$ cat config.mk
export PLATFORM = sky130hd
export DESIGN_NAME = iter_divider
export DESIGN_NICKNAME = d
export VERILOG_FILES = /design/src/rtl/iter_divider.sv
export SDC_FILE = /design/constraint.sdc
export NUM_CORES = 1
export LEC_CHECK = 0
export CORE_MARGIN = 8
export CORE_UTILIZATION = 50
export CTS_CLUSTER_SIZE = 40
export DETAILED_ROUTE_END_ITERATION = 16
export PLACE_DENSITY = 0.77
export SETUP_SLACK_MARGIN = 0.3
export SLEW_MARGIN = 20
export SYNTH_ARGS = -nofsm -noshare
export SYNTH_HDL_FRONTEND = slang
export SYNTH_SLANG_ARGS = --single-unit
$ cat constraint.sdc
create_clock -name clock -period 4.4 [get_ports clock]
set_clock_uncertainty 0.05 [all_clocks]
set_input_delay 0.44 -clock clock [delete_from_list [all_inputs] [get_ports clock]]
set_output_delay 0.44 -clock clock [all_outputs]
set_load 0.01 [all_outputs]
$ cat src/rtl/iter_divider.sv
// Multicycle signed 32-bit restoring divider producing one quotient bit per clock.
// Define ITER_DIVIDER_REM_EN to add the signed remainder output rem_out.
module iter_divider #(
    parameter int WIDTH = 32,
    parameter int CNT_W = 6
) (
    input  logic             clock,
    input  logic             reset_n,
    input  logic             start,
    input  logic [WIDTH-1:0] in1,
    input  logic [WIDTH-1:0] in2,
    output logic [WIDTH-1:0] out,
    output logic             exception,
    output logic             ready,
    output logic             busy
`ifdef ITER_DIVIDER_REM_EN
    ,
    output logic [WIDTH-1:0] rem_out
`endif
);

    localparam logic [WIDTH-1:0] MIN_VAL   = {1'b1, {(WIDTH-1){1'b0}}};
    localparam logic [CNT_W-1:0] LAST_STEP = CNT_W'(WIDTH - 1);
    localparam logic [CNT_W-1:0] CNT_MAX   = CNT_W'(WIDTH);

    typedef enum logic [1:0] {IDLE, RUN, FIX, DONE} state_t;

    state_t           state;
    state_t           state_next;
    logic [CNT_W-1:0] count;
    logic [WIDTH-1:0] dvs_mag;
    logic [WIDTH-1:0] quo;
    logic [WIDTH-1:0] rem;
    logic             sign_q;
    logic             ready_q;

    logic             accept;
    logic             div_zero;
    logic             overflow;
    logic [WIDTH-1:0] mag1;
    logic [WIDTH-1:0] mag2;
    logic [WIDTH:0]   shifted;
    logic [WIDTH:0]   trial;
    logic             trial_ok;
    logic [WIDTH-1:0] rem_step;
    logic [WIDTH-1:0] quo_step;

`ifdef ITER_DIVIDER_REM_EN
    logic             sign_r;
`endif

    // Operand decode plus one restoring step on the {rem,quo} pair.
    always_comb begin
        accept   = start && ((state == IDLE) || (state == DONE));
        div_zero = (in2 == '0);
        overflow = (in1 == MIN_VAL) && (in2 == '1);
        mag1     = in1[WIDTH-1] ? -in1 : in1;
        mag2     = in2[WIDTH-1] ? -in2 : in2;
        shifted  = {rem, quo[WIDTH-1]};
        trial    = shifted - {1'b0, dvs_mag};
        trial_ok = ~trial[WIDTH];
        rem_step = trial_ok ? trial[WIDTH-1:0] : shifted[WIDTH-1:0];
        quo_step = {quo[WIDTH-2:0], trial_ok};
    end

    always_comb begin
        state_next = state;
        case (state)
            IDLE: begin
                if (accept) begin
                    state_next = (div_zero || overflow) ? DONE : RUN;
                end
            end
            RUN: begin
                if (count == LAST_STEP) begin
                    state_next = FIX;
                end
            end
            FIX: begin
                state_next = DONE;
            end
            DONE: begin
                if (accept) begin
                    state_next = (div_zero || overflow) ? DONE : RUN;
                end else begin
                    state_next = IDLE;
                end
            end
            default: state_next = IDLE;
        endcase
    end

    always_ff @(posedge clock or negedge reset_n) begin
        if (!reset_n) begin
            state <= IDLE;
        end else begin
            state <= state_next;
        end
    end

    // Exceptional operands load the result at the accept edge; normal ones at FIX.
    always_ff @(posedge clock or negedge reset_n) begin
        if (!reset_n) begin
            count     <= '0;
            dvs_mag   <= '0;
            quo       <= '0;
            rem       <= '0;
            sign_q    <= 1'b0;
            out       <= '0;
            exception <= 1'b0;
`ifdef ITER_DIVIDER_REM_EN
            sign_r    <= 1'b0;
            rem_out   <= '0;
`endif
        end else begin
            case (state)
                IDLE, DONE: begin
                    if (accept) begin
                        count   <= '0;
                        dvs_mag <= mag2;
                        quo     <= mag1;
                        rem     <= '0;
                        sign_q  <= in1[WIDTH-1] ^ in2[WIDTH-1];
`ifdef ITER_DIVIDER_REM_EN
                        sign_r  <= in1[WIDTH-1];
`endif
                        if (div_zero) begin
                            out       <= '0;
                            exception <= 1'b1;
`ifdef ITER_DIVIDER_REM_EN
                            rem_out   <= in1;
`endif
                        end else if (overflow) begin
                            out       <= MIN_VAL;
                            exception <= 1'b1;
`ifdef ITER_DIVIDER_REM_EN
                            rem_out   <= '0;
`endif
                        end
                    end
                end
                RUN: begin
                    rem <= rem_step;
                    quo <= quo_step;
                    if (count != CNT_MAX) begin
                        count <= count + 1'b1;
                    end
                end
                FIX: begin
                    out       <= sign_q ? -quo : quo;
                    exception <= 1'b0;
`ifdef ITER_DIVIDER_REM_EN
                    rem_out   <= sign_r ? -rem : rem;
`endif
                end
                default: begin
                end
            endcase
        end
    end

    // The completion pulse trails the DONE state by one clock.
    always_ff @(posedge clock or negedge reset_n) begin
        if (!reset_n) begin
            ready_q <= 1'b0;
        end else begin
            ready_q <= (state == DONE);
        end
    end

    assign ready = ready_q;
    assign busy  = ((state == RUN) || (state == FIX)) && !ready_q;

    ready_busy_exclusive: assert property (@(posedge clock) disable iff (!reset_n) !(ready && busy));

endmodule

==> flow_metrics.env <==
export IMPL_place_congestion=0.932
export IMPL_drv_slew=0
export IMPL_synth_distinct_cells=77
export IMPL_fin_ws_ps=875
export IMPL_cellPowerDensity_mw_per_mm2=783
export IMPL_rsz0062_at_grt="no"
export IMPL_fill_cells=1733
export IMPL_postCtsResizedCells=0
export IMPL_vias_per_cell=5.85
export IMPL_worstMarginPinSlew_ps=1020
export IMPL_drtIter0Drc=690
export IMPL_async_flop_share_pct=100
export IMPL_cts_root_buf="clkbuf_16"
export IMPL_ys_flop_type="dfrtp_1"
export IMPL_cts_setup_buffers=0
export IMPL_r2r_setup_slack_ps=880
export IMPL_antenna_cells=0
export IMPL_cts_made_buffers=17
export IMPL_setup_tns_final_ps=0
export IMPL_clk_path_buf_depth=2
export IMPL_synth_compound_area_share_pct=22.6
export IMPL_ys_ff_latch=139
export IMPL_vias=8745
export IMPL_synthAdderAreaFrac_pct=5.63
export IMPL_max_clock_freq_ghz=0.284
export IMPL_fin_crit_sh_pct=80.1
export IMPL_cpMostUsedCell="inv_1"
export IMPL_pin_count=102
export IMPL_slowest_stage="fa_1"
export IMPL_hp_class="primary input to asynchronous set/reset pin"
export IMPL_cp_data_required_time_ps=4630
export IMPL_setup_viol=0
export IMPL_synth_edf_count=0
export IMPL_finish_net_count=1328
export IMPL_design_core_area_sq_mm=0.0193
export IMPL_synthSimpleGateAreaFrac_pct=17.8
export IMPL_p_leak_nw=4.97
export IMPL_rows=51
export IMPL_path_clk_slew_ps=60
export IMPL_ant_nets=0
export IMPL_syn_nets=1248
export IMPL_syn_avg_cell_area_sq_um=8.52
export IMPL_status="complete, no violations"
export IMPL_drive_above_1_share_pct=6.01
export IMPL_placed_cell_area_sq_mm=0.0110
export IMPL_grt_overflow=0
export IMPL_detail_route_drc_violations=0
export IMPL_crit_type="register to register"
export IMPL_die_y_um=155
export IMPL_initial_core_util_pct=50.3
export IMPL_final_area_sq_mm=0.0115
export IMPL_yosys_area_top_type="dfrtp_1"
export IMPL_cp_cell_sequence="inv_1 > ha_1 > inv_1 > fa_1 > a211oi_1 > o21ai_1 > o211a_1 > o211ai_1 > a21oi_1 > o311ai_4 > buf_12 > mux2i_1 > o21ai_0"
export IMPL_grt_pass1_wl_um=42800
export IMPL_synth_top_family_by_area="compound AO/OA/AOI/OAI gates"
export IMPL_ys_seq_area_share_pct=35.9
export IMPL_period_needed_ps=3520
export IMPL_hold_viol=0
export IMPL_grt_max_degree=94
export IMPL_synth_area_leaders="dfrtp_1, nand2_1, xor2_1"
export IMPL_crit_arrival_ps=3750
export IMPL_place_ws_ps=678
export IMPL_final_cells=1496
export IMPL_die_w_um=155
export IMPL_synth_warning_count=0
export IMPL_cts_tree="built"
export IMPL_area_growth_syn_to_layout_pct=19.0
export IMPL_clk_insertion_delay_late_ps=430
export IMPL_cp_end_kind="register"
export IMPL_hpwl_um=19500
export IMPL_worstPathMaxFanout=37
export IMPL_relSlewSlack_pct=32.2
export IMPL_numClockSinks=139
export IMPL_ctsHoldBuffers=0
export IMPL_ys_top_cells_by_count="nand2_1, dfrtp_1, o21ai_0"
export IMPL_dpl_cell_count=1463
export IMPL_slowest_delay_ps=420
export IMPL_synthXorXnorAreaFrac_pct=10.6
export IMPL_drt_wl_total_um=26300
export IMPL_synthCells=1138
export IMPL_cp_start_kind="register"
export IMPL_netlist_area_sq_mm=0.00970
export IMPL_dr_pass1_iters=6
export IMPL_h_tree_depth=4
export IMPL_track_usage_pct=22.0
export IMPL_netlist_area_leader_share_pct=35.9
export IMPL_fp_dieArea_sq_mm=0.0241
export IMPL_cap_viol_max_count=0
export IMPL_yosysMostFrequentCell="nand2_1"
export IMPL_antenna_found_initial=0
export IMPL_grt_pass1_vias=8398
export IMPL_routedWlPerCell_um=17.6
export IMPL_whs_ps=6.93
export IMPL_io_buffers=101
export IMPL_muxShareOfSynthArea_pct=3.10
export IMPL_ir_drop_uv=543
## cell usage in the layout, fill, tap and decap left out, types with 14 or more instances in the layout
cell	instances
nand2_1	183
dfrtp_1	139
o21ai_0	130
clkdlybuf4s50_1	100
xor2_1	77
a21oi_1	59
inv_1	48
nor2_1	45
ha_1	42
xnor2_1	40
o31ai_1	38
mux2i_1	30
o22ai_1	22
nand4_1	18
clkbuf_16	17
nand3_1	16
or3_1	14
## final cells by class
class | instances | area [sq um] | area share, %
multi-input cells | 894 | 5830 | 50.6
flip-flops and latches | 139 | 3480 | 30.2
repair buffers | 116 | 1140 | 9.92
clock buffers | 19 | 443 | 3.84
well taps | 265 | 332 | 2.87
inverters | 50 | 188 | 1.63
clock inverters | 13 | 119 | 1.03
## cells by family after synthesis
family,Yosys count
adder cells (fa/ha/maj),43
buffers and inverters,105
AND/OR/NAND/NOR,355
XOR/XNOR,117
flip-flops,139
multiplexers,30
AO/OA/AOI/OAI,349
## sequential cells by signal, summed over array words and instances (netlist names)
name       count
count          6
dvs_mag       32
exception      1
out           32
quo           32
ready          1
rem           32
sign_q         1
state          2
## worst max-delay path: cells and delay by family (launching register included)
family | cells | cell delay (ps)
DFF | 1 | 400
muxes | 1 | 230
buffers and inverters | 3 | 410
AOI/OAI and AO/OA | 7 | 1710
adders and majority gates | 2 | 570
## per-stage QoR
stage	total power, mW	utilization, %
2_1_floorplan	6.09	-
3_3_place_gp	7.43	56.9
3_5_place_dp	7.57	56.9
4_1_cts	8.98	59.8
5_1_grt	9.76	59.9
6_report	9.04	59.9
## metal layers
layer | GRT usage, % | part of all wire [%] | up-vias
met5 | 0 | 0 | -
li1 | - | - | 4259
met3 | 4.47 | 5.2 | 54
met4 | 8.55 | 2.6 | 0
met2 | 34.2 | 46 | 254
met1 | 29.7 | 46 | 4178
## path summary, 6_finish.rpt
kind	start	end	cells past startpoint
max in group asynchronous	reset_n	dvs_mag[22]	2
min reg2reg	out[20]	out[20]	2
max	quo[31]	rem[17]	13
min	reset_n	quo[14]	1
min in group clock	out[20]	out[20]	2
max reg2reg	quo[31]	rem[17]	13
## report_power, final
group          internal, mW  switching [mW]  total (mW)  leakage [nW]
Clock                 0.794           0.590        1.38         0.266
Sequential             1.82           0.568        2.39          1.76
Combinational          2.16            3.10        5.26          2.94
Total                  4.77            4.26        9.04          4.97
Power figures use the tool's default switching activity.
